## config.mk

```make
export PLATFORM = sky130hd
export DESIGN_NAME = lane_shifter
export DESIGN_NICKNAME = d
export VERILOG_FILES = /design/src/rtl/lane_shifter_pkg.sv /design/src/rtl/lane_shift_core.sv /design/src/rtl/lane_shifter.sv
export SDC_FILE = /design/constraint.sdc
export NUM_CORES = 1
export LEC_CHECK = 0
export BUFFER_PORTS_ARGS = -buffer_cell sky130_fd_sc_hd__buf_2
export CAP_MARGIN = 25
export CORE_MARGIN = 2
export CORE_UTILIZATION = 45
export CTS_CLUSTER_DIAMETER = 60
export DETAILED_ROUTE_END_ITERATION = 8
export PLACE_DENSITY_LB_ADDON = 0.15
export SLEW_MARGIN = 15
export SYNTH_ARGS = -nofsm -noshare
export SYNTH_HDL_FRONTEND = slang
export SYNTH_SLANG_ARGS = --single-unit
```

## constraint.sdc

```tcl
create_clock -name clk -period 6.6 [get_ports clk]
set_clock_uncertainty 0.1 [all_clocks]
set_input_delay 1.32 -clock clk [delete_from_list [all_inputs] [get_ports clk]]
set_output_delay 1.32 -clock clk [all_outputs]
set_load 0.05 [all_outputs]
```

## src/rtl/lane_shifter_pkg.sv

```systemverilog
// Shared types and defaults for the lane shifter.
package lane_shifter_pkg;

    typedef enum logic [1:0] {
        SHL_FILL = 2'd0,
        SHR_FILL = 2'd1,
        ROL      = 2'd2,
        RSVD     = 2'd3
    } mode_e;

    localparam int unsigned LANE_W_DEF    = 12;
    localparam int unsigned LANES_DEF     = 8;
    localparam int unsigned MAX_SHIFT_DEF = 5;

    function automatic logic beat_illegal(
        input int unsigned shift,
        input int unsigned max_shift,
        input mode_e       mode
    );
        return (shift > max_shift) || (mode == RSVD);
    endfunction

endpackage

```

## src/rtl/lane_shift_core.sv

```systemverilog
// Combinational lane mux network: shift/rotate whole lanes, fill vacated lanes,
// and force an all-fill word when the beat is illegal.
module lane_shift_core
    import lane_shifter_pkg::*;
#(
    parameter int unsigned LANE_W    = LANE_W_DEF,
    parameter int unsigned LANES     = LANES_DEF,
    parameter int unsigned MAX_SHIFT = MAX_SHIFT_DEF,
    parameter int unsigned SH_W      = $clog2(LANES)
) (
    input  logic [LANES*LANE_W-1:0] data_in,
    input  logic [SH_W-1:0]         shift,
    input  mode_e                   mode,
    input  logic [LANE_W-1:0]       fill,
    output logic [LANES*LANE_W-1:0] data_out,
    output logic                    err
);

    localparam int          NL    = int'(LANES);
    localparam int unsigned IDX_W = (LANES > 1) ? $clog2(LANES) : 1;

    logic [LANE_W-1:0] lane_in [LANES];
    int                k;

    assign k   = int'(shift);
    assign err = beat_illegal(32'(shift), MAX_SHIFT, mode);

    for (genvar g = 0; g < NL; g++) begin : g_lane
        int                src;
        logic              keep;
        logic [IDX_W-1:0]  idx;
        logic [LANE_W-1:0] lane_val;

        assign lane_in[g] = data_in[g*LANE_W +: LANE_W];

        // src is the input lane feeding output lane g; keep is low for vacated lanes.
        always_comb begin
            src  = 0;
            keep = 1'b0;
            unique case (mode)
                SHL_FILL: begin
                    src  = g - k;
                    keep = (src >= 0);
                end
                SHR_FILL: begin
                    src  = g + k;
                    keep = (src < NL);
                end
                ROL: begin
                    src = g - k;
                    if (src < 0) begin
                        src = src + NL;
                    end
                    keep = 1'b1;
                end
                default: begin
                    keep = 1'b0;
                end
            endcase
            idx      = IDX_W'(src);
            lane_val = (keep && !err) ? lane_in[idx] : fill;
        end

        assign data_out[g*LANE_W +: LANE_W] = lane_val;
    end

endmodule

```

## src/rtl/lane_shifter.sv

```systemverilog
// Two-stage elastic lane shifter: stage 1 registers the request, stage 2 the
// shifted result, with a saturating count of errored output beats.
module lane_shifter
    import lane_shifter_pkg::*;
#(
    parameter int unsigned LANE_W    = LANE_W_DEF,
    parameter int unsigned LANES     = LANES_DEF,
    parameter int unsigned MAX_SHIFT = MAX_SHIFT_DEF,
    parameter int unsigned SH_W      = $clog2(LANES)
) (
    input  logic                    clk,
    input  logic                    rst,
    input  logic                    in_valid,
    output logic                    in_ready,
    input  logic [LANES*LANE_W-1:0] in_data,
    input  logic [SH_W-1:0]         in_shift,
    input  logic [1:0]              in_mode,
    input  logic [LANE_W-1:0]       in_fill,
    output logic                    out_valid,
    input  logic                    out_ready,
    output logic [LANES*LANE_W-1:0] out_data,
    output logic                    out_err,
    output logic [15:0]             err_cnt
);

    localparam int unsigned DW = LANES * LANE_W;

    logic              s1_valid;
    logic [DW-1:0]     s1_data;
    logic [SH_W-1:0]   s1_shift;
    mode_e             s1_mode;
    logic [LANE_W-1:0] s1_fill;
    logic              s1_ready;

    logic              s2_valid;
    logic [DW-1:0]     s2_data;
    logic              s2_err;
    logic              s2_ready;

    logic [DW-1:0]     core_data;
    logic              core_err;

    assign s2_ready  = !s2_valid || out_ready;
    assign s1_ready  = !s1_valid || s2_ready;
    // Reset discards everything in flight, so the input may be offered as ready.
    assign in_ready  = s1_ready || rst;

    assign out_valid = s2_valid;
    assign out_data  = s2_data;
    assign out_err   = s2_err;

    lane_shift_core #(
        .LANE_W    (LANE_W),
        .LANES     (LANES),
        .MAX_SHIFT (MAX_SHIFT),
        .SH_W      (SH_W)
    ) u_core (
        .data_in  (s1_data),
        .shift    (s1_shift),
        .mode     (s1_mode),
        .fill     (s1_fill),
        .data_out (core_data),
        .err      (core_err)
    );

    always_ff @(posedge clk) begin
        if (rst) begin
            s1_valid <= 1'b0;
            s1_data  <= '0;
            s1_shift <= '0;
            s1_mode  <= SHL_FILL;
            s1_fill  <= '0;
            s2_valid <= 1'b0;
            s2_data  <= '0;
            s2_err   <= 1'b0;
            err_cnt  <= '0;
        end else begin
            if (s1_ready) begin
                s1_valid <= in_valid;
                if (in_valid) begin
                    s1_data  <= in_data;
                    s1_shift <= in_shift;
                    s1_mode  <= mode_e'(in_mode);
                    s1_fill  <= in_fill;
                end
            end
            if (s2_ready) begin
                s2_valid <= s1_valid;
                if (s1_valid) begin
                    s2_data <= core_data;
                    s2_err  <= core_err;
                end
            end
            if (s2_valid && out_ready && s2_err && (err_cnt != 16'hFFFF)) begin
                err_cnt <= err_cnt + 16'd1;
            end
        end
    end

endmodule

```

Word level (Yosys, flattened, before mapping)
Cells that the tools add are included.
- register bits after elaboration: 228
- latch bits: 0
- bits in writable memories: 0
- ROM bits: 0
- input port bits: 117
- word-level logic and storage cells: 155
- memories: 0
- add/subtract/negate cells: 24
- multiply operators: 0
- div/mod/pow operators: 0
- order comparisons: 33
- equal/unequal tests: 4
- shift-type cells: 0
- multiplexer cells: 56
- bitwise operators: 8
- reductions and logical operators: 21
- operators with widths (kind ; number):
    $bmux W12 S3 ; 8
    $mux W12 ; 24
    $pmux W3 S3 ; 8
    $ge A4 B1 Y1 const B ; 8
    $ge A4 B4 Y1 const B ; 8
    $lt A4 B1 Y1 const B ; 8
    $not A3 Y4 ; 8
    $lt A4 B4 Y1 const B ; 7
    $add A3 B1 Y3 const B ; 8
    $mux W3 ; 8
    $pmux W1 S3 ; 8
    $add A16 B1 Y16 const B ; 1
    $add A3 B3 Y4 const A ; 4
    $ne A16 B16 Y1 const B ; 1
    $sub A3 B3 Y4 const A ; 4
    $logic_and A1 B1 Y1 ; 11
    $add A2 B3 Y4 const A ; 2
    $sub A1 B3 Y4 const A ; 2
    $sub A2 B3 Y4 const A ; 2
    $add A1 B3 Y4 const A ; 1
    $eq A2 B2 Y1 const B ; 2
    $logic_or A1 B1 Y1 ; 4
    $lt A3 B4 Y1 const B ; 1
    $reduce_and A2 Y1 ; 2
    other kinds (4) ; 6

Depth between registers and ports, before layout
- depth after elaboration: 9
- mapped depth: 11
- depth with buffers taken out: 7

Cells and area by module
Synthesis repeated with hierarchy kept, for this count alone.
- cells, all modules: 1648
- area total of the unflattened synthesis: 13098.8 um^2
- by module, submodules not included (module ; times used ; cells an instance ; area an instance (um^2) ; sequential area each (um^2)):
    lane_shifter ; 1 ; 1021 ; 8005.2 ; 4564.4
    lane_shift_core ; 1 ; 627 ; 5093.6 ; 0.0

Worst setup path before layout
No wires, ideal clock.
- path kind: input port to output port
- start: in out_ready
- end: out in_ready
- arrival time: 2.313 ns
- path slack: 2.867 ns
- cell stages on the path: 4
- path buffers: 2
- cell sequence: nor2b_1 -> clkbuf_1 -> clkbuf_1 -> nand3_1
- longest elaborated chain between the ends: 3
- RTL lines (what ; line ; source):
    from (decl) ; lane_shifter.sv:20 ; input logic out_ready,
    $logic_or A1 B1 Y1 ; lane_shifter.sv:43 ; assign s2_ready = !s2_valid || out_ready;
    $logic_or A1 B1 Y1 ; lane_shifter.sv:44 ; assign s1_ready = !s1_valid || s2_ready;
    $logic_or A1 B1 Y1 ; lane_shifter.sv:46 ; assign in_ready = s1_ready || rst;
    to (decl) ; lane_shifter.sv:14 ; output logic in_ready,
Every way passes these cells.

Worst setup path after layout
- start: reg s1_shift[1]
- end: reg s2_data[29] (netlist: out_data[29])
- longest elaborated chain between the ends: 9
- elaborated cells between the ends (all ways): 18
- RTL lines (what ; line ; source):
    from (decl) ; lane_shifter.sv:30 ; logic [SH_W-1:0] s1_shift;
    from (signal assigned) ; lane_shifter.sv:82 ; s1_shift <= in_shift;
    $sub A2 B3 Y4 ; lane_shift_core.sv:42, lane_shift_core.sv:50 ;
    $lt A4 B1 Y1 or $add A3 B1 Y3 (tied branches) ; lane_shift_core.sv:51, lane_shift_core.sv:52 ;
    $mux W3 ; lane_shift_core.sv:51 ; if (src < 0) begin
    $pmux W3 S3 ; lane_shift_core.sv:40 ; unique case (mode)
    $not A3 Y4 (not written as such) ; lane_shift_core.sv:61 ; lane_val = (keep && !err) ? lane_in[idx] : fill;
    $bmux W12 S3 ; lane_shift_core.sv:61 ;
    $mux W12 (not written as such) (2 in series) ; lane_shift_core.sv:61 ;
    $mux W12 (*) ; lane_shift_core.sv:61 ;
    to (signal assigned) ; lane_shifter.sv:90 ; s2_data <= core_data;
    to (decl) ; lane_shifter.sv:36 ; logic [DW-1:0] s2_data;
Every way passes the cells marked *; elsewhere a longest branch is shown, timed or not. The select of a mux whose other input is x is not followed.
A chain may end at the register's enable or synchronous reset.

==> summary.md <==
| Metric | Value |
|---|---|
| Outcome | completed |
| Drt total wl | ~70 mm |
| Biggest area consumer among synthesized cells | dfxtp_1 |
| Commonest cells after routing, fill and taps aside | 240 x nand2_1, 231 x buf_2, 228 x dfxtp_1 |
| Synth Area in Simple Gates | 0.155 |
| Final period util | 0.685 |
| Cell Area, Synth | between 10000 and 15000 um^2 |
| Startpoint Class | flip-flop |
| Routed Antenna Nets | 0 |
| F_max | 0.221 GHz |
| Clock slew at reported path FFs | 0.06 ns |
| Pint | 2.80 mW |
| Clock share of power | 0.357 |
| Distinct cells, synth | 62 |
| Initial DRC Count | 2286 |
| CTS buffer count | 28 |
| RSZ-0062 raised after global routing | false |
| Multiplexer area fraction after synthesis | 0.0518 |
| Slew Viols, Final | 0 |
| Drt wl/cell | between 20 and 30 um |
| Fill cells | around 3300 |
| Sequential share of power | 0.356 |
| Arr. time, crit path | between 4 and 5 ns |
| # diodes | 0 |
| Pwr/cell area | between 200 and 300 nW/um^2 |
| H-tree Lvls | 1 |
| Synth Area in Adders | 0.0101 |
| Worst-path fanout max | between 50 and 60 |
| Resized Gates After CTS | 0 |
| Die Wd | roughly 190 um |
| Number of vias per cell | roughly 7 |
| # hold bufs at CTS | 0 |
| Compound-Gate Fraction of Synth Area | 0.390 |
| Vias in the first global route | approximately 15000 |
| Full die area | 34500 um^2 |
| Synth Net Count | 2025 |
| Critical path type | flip-flop to flip-flop |
| Post-Layout Cell Count | between 2000 and 2500 |
| Net Sw Frac | 0.382 |
| Sw Pwr | ~1.7 mW |
| Pin count of the biggest net entering global routing | 100 |
| Req. time, crit path | about 7.0 ns |
| Synthesized instance count | about 1900 |
| Hold WS | between 0.3 and 0.4 ns |
| Initial core utilization | 0.457 |
| First-pass GRT wire length | 101 mm |
| Design area | about 17000 um^2 |
| Total GRT Usage | 0.392 |
| Setup-failing EPs final | 0 |
| Area post-placement | around 16000 um^2 |
| Leakage | about 6 nW |
| Synth Area per Inst | about 7.8 um^2 |
| # DRC | 0 |
| FFs w/ async S/R, synth | 0 |
| Synth Register Bits | 228 |
| Hold Path Class | flip-flop to flip-flop |
| Initial antenna violation count | 2 |
| Synth top area share | 0.307 |
| Crit. End Element | flip-flop |
| CTS Buffer Depth | 3 |
| Minimum clock period | ~4.5 ns |
| I/O Buffers | around 230 |
| Row count | 66 |
| Top_reg_cell synth | dfxtp_1 |
| XOR/XNOR Fraction of Synth Area | 0.00698 |
| CTS tree | built |
| Final nets | approximately 2100 |
| 1st-pass router iterations | 8 |
| Routability congestion estimate | 0.992 |
| Number of I/O pins | 232 |
| Residual overflow from global routing | 0 |
| Core Region | ~33000 um^2 |
| Actual slew at the worst max-slew pin | 1.11 ns |
| Max VDD drop | a little over 200 uV |
| Postcts setup bufs | 0 |
| Share of cells above drive strength 1 | 0.186 |
| Number of flops mapped to enable cells by yosys | 0 |
| Die height | around 190 um |
| Synth warnings | 0 |
| Final hold vios | 0 |
| Root Driver | clkbuf_16 |
| HPWL Detailed | 49.5 mm |
| Vias post-DR | 17000 |
| Seq/Total Area, Yosys | 0.307 |
| Max-slew headroom | 0.255 |
| Clock sink total | approximately 230 |
| Max-cap violations | 0 |
| Most common cell after layout, fill and taps aside | nand2_1 |
| P&R area growth vs syn | 14.3% |
| DP Cell Count | 2374 |
| Ranking of synthesized cells by area | dfxtp_1 31%, a2111oi_0 11%, a211oi_1 7.0%, o211ai_1 6.1%, nand2_1 6.1% |
| Final TNS setup | 0 ns |
| Main combinational cell family by area after synthesis | compound AO/OA/AOI/OAI gates |
| Comb pwr share | 0.286 |
| Clk_lat worst skew | around 0.56 ns |
## state kept, by name (all words and copies together), names as in the netlist
| register | count |
|---|---|
| out_data | 96 |
| s1_data | 96 |
| err_cnt | 16 |
| s1_fill | 12 |
| s1_shift | 3 |
| s1_mode | 2 |
| out_err | 1 |
| out_valid | 1 |
| s1_valid | 1 |
## final cells by class
cell class	count	area, um^2	share of cell area
clock inverter	12	166	0.00978
inverter	58	218	0.0128
timing repair buffer	270	1480	0.0870
sequential	228	4560	0.268
tap	442	553	0.0325
multi-input combinational	1378	9220	0.542
clock buffer	39	803	0.0472
## Yosys cell counts (17+ instances only)
cell type / count
nor2_1: 123
o221a_1: 24
mux2i_1: 50
dfxtp_1: 228
clkbuf_1: 181
a21oi_1: 133
o2111ai_1: 29
o221ai_1: 24
nand4_1: 72
o21ai_0: 48
a211oi_1: 138
o211ai_1: 121
inv_1: 57
buf_2: 30
mux2_2: 20
nand2_1: 241
a2111oi_0: 180
o21a_1: 17
## power groups by stage
| stage | combinational (mW) | sequential [mW] | clock [mW] |
|---|---|---|---|
| floorplan | 0.693 | 1.74 | 0 |
| global placement | 1.23 | 1.63 | 0 |
| detailed placement | 1.24 | 1.63 | 0 |
| CTS | 1.25 | 1.60 | 1.63 |
| global route | 1.36 | 1.61 | 1.69 |
| finish | 1.30 | 1.62 | 1.62 |
## critical path, cell delays in order, from the launching register on
cell	delay [ns]
dfxtp_1	0.64
inv_1	0.17
ha_1	0.43
nor2_4	0.77
a21o_2	0.91
buf_4	0.43
a2111oi_0	0.16
a2111oi_0	0.57
o221a_1	0.27
## worst paths after layout
| path | startpoint | endpoint | slack (ns) | cells after the start |
|---|---|---|---|---|
| hold / removal | s1_data[50] | s1_data[50] | 0.38 | 2 |
| setup reg to reg | s1_shift[1] | out_data[29] | 2.08 | 8 |
| hold reg to reg | s1_data[50] | s1_data[50] | 0.38 | 2 |
| setup / recovery | s1_shift[1] | out_data[29] | 2.08 | 8 |
## kinds of logic after synthesis
group,count (synthesis)
flops,228
mux,74
compound gates,771
fa+ha+maj,12
buf+inv,290
xor+xnor,11
simple gates,510
## routing by layer
| metal | vias up | track usage | wire (um) |
|---|---|---|---|
| li1 | 7549 | - | - |
| met3 | 278 | 0.116 | 9240 |
| met4 | 4 | 0.229 | 4980 |
| met5 | - | 0 | 27 |
| met2 | 1183 | 0.543 | 27500 |
| met1 | 8025 | 0.535 | 28100 |
## metrics by stage
step                power [mW]  worst slack [ns]  utilization
floorplan                 2.43              2.87            -
global placement          2.86              2.29        0.490
detailed placement        2.87              2.22        0.492
CTS                       4.48              2.22        0.522
global route              4.66              1.84        0.523
finish                    4.53              2.08        0.523
Power figures use the tool's default switching activity.
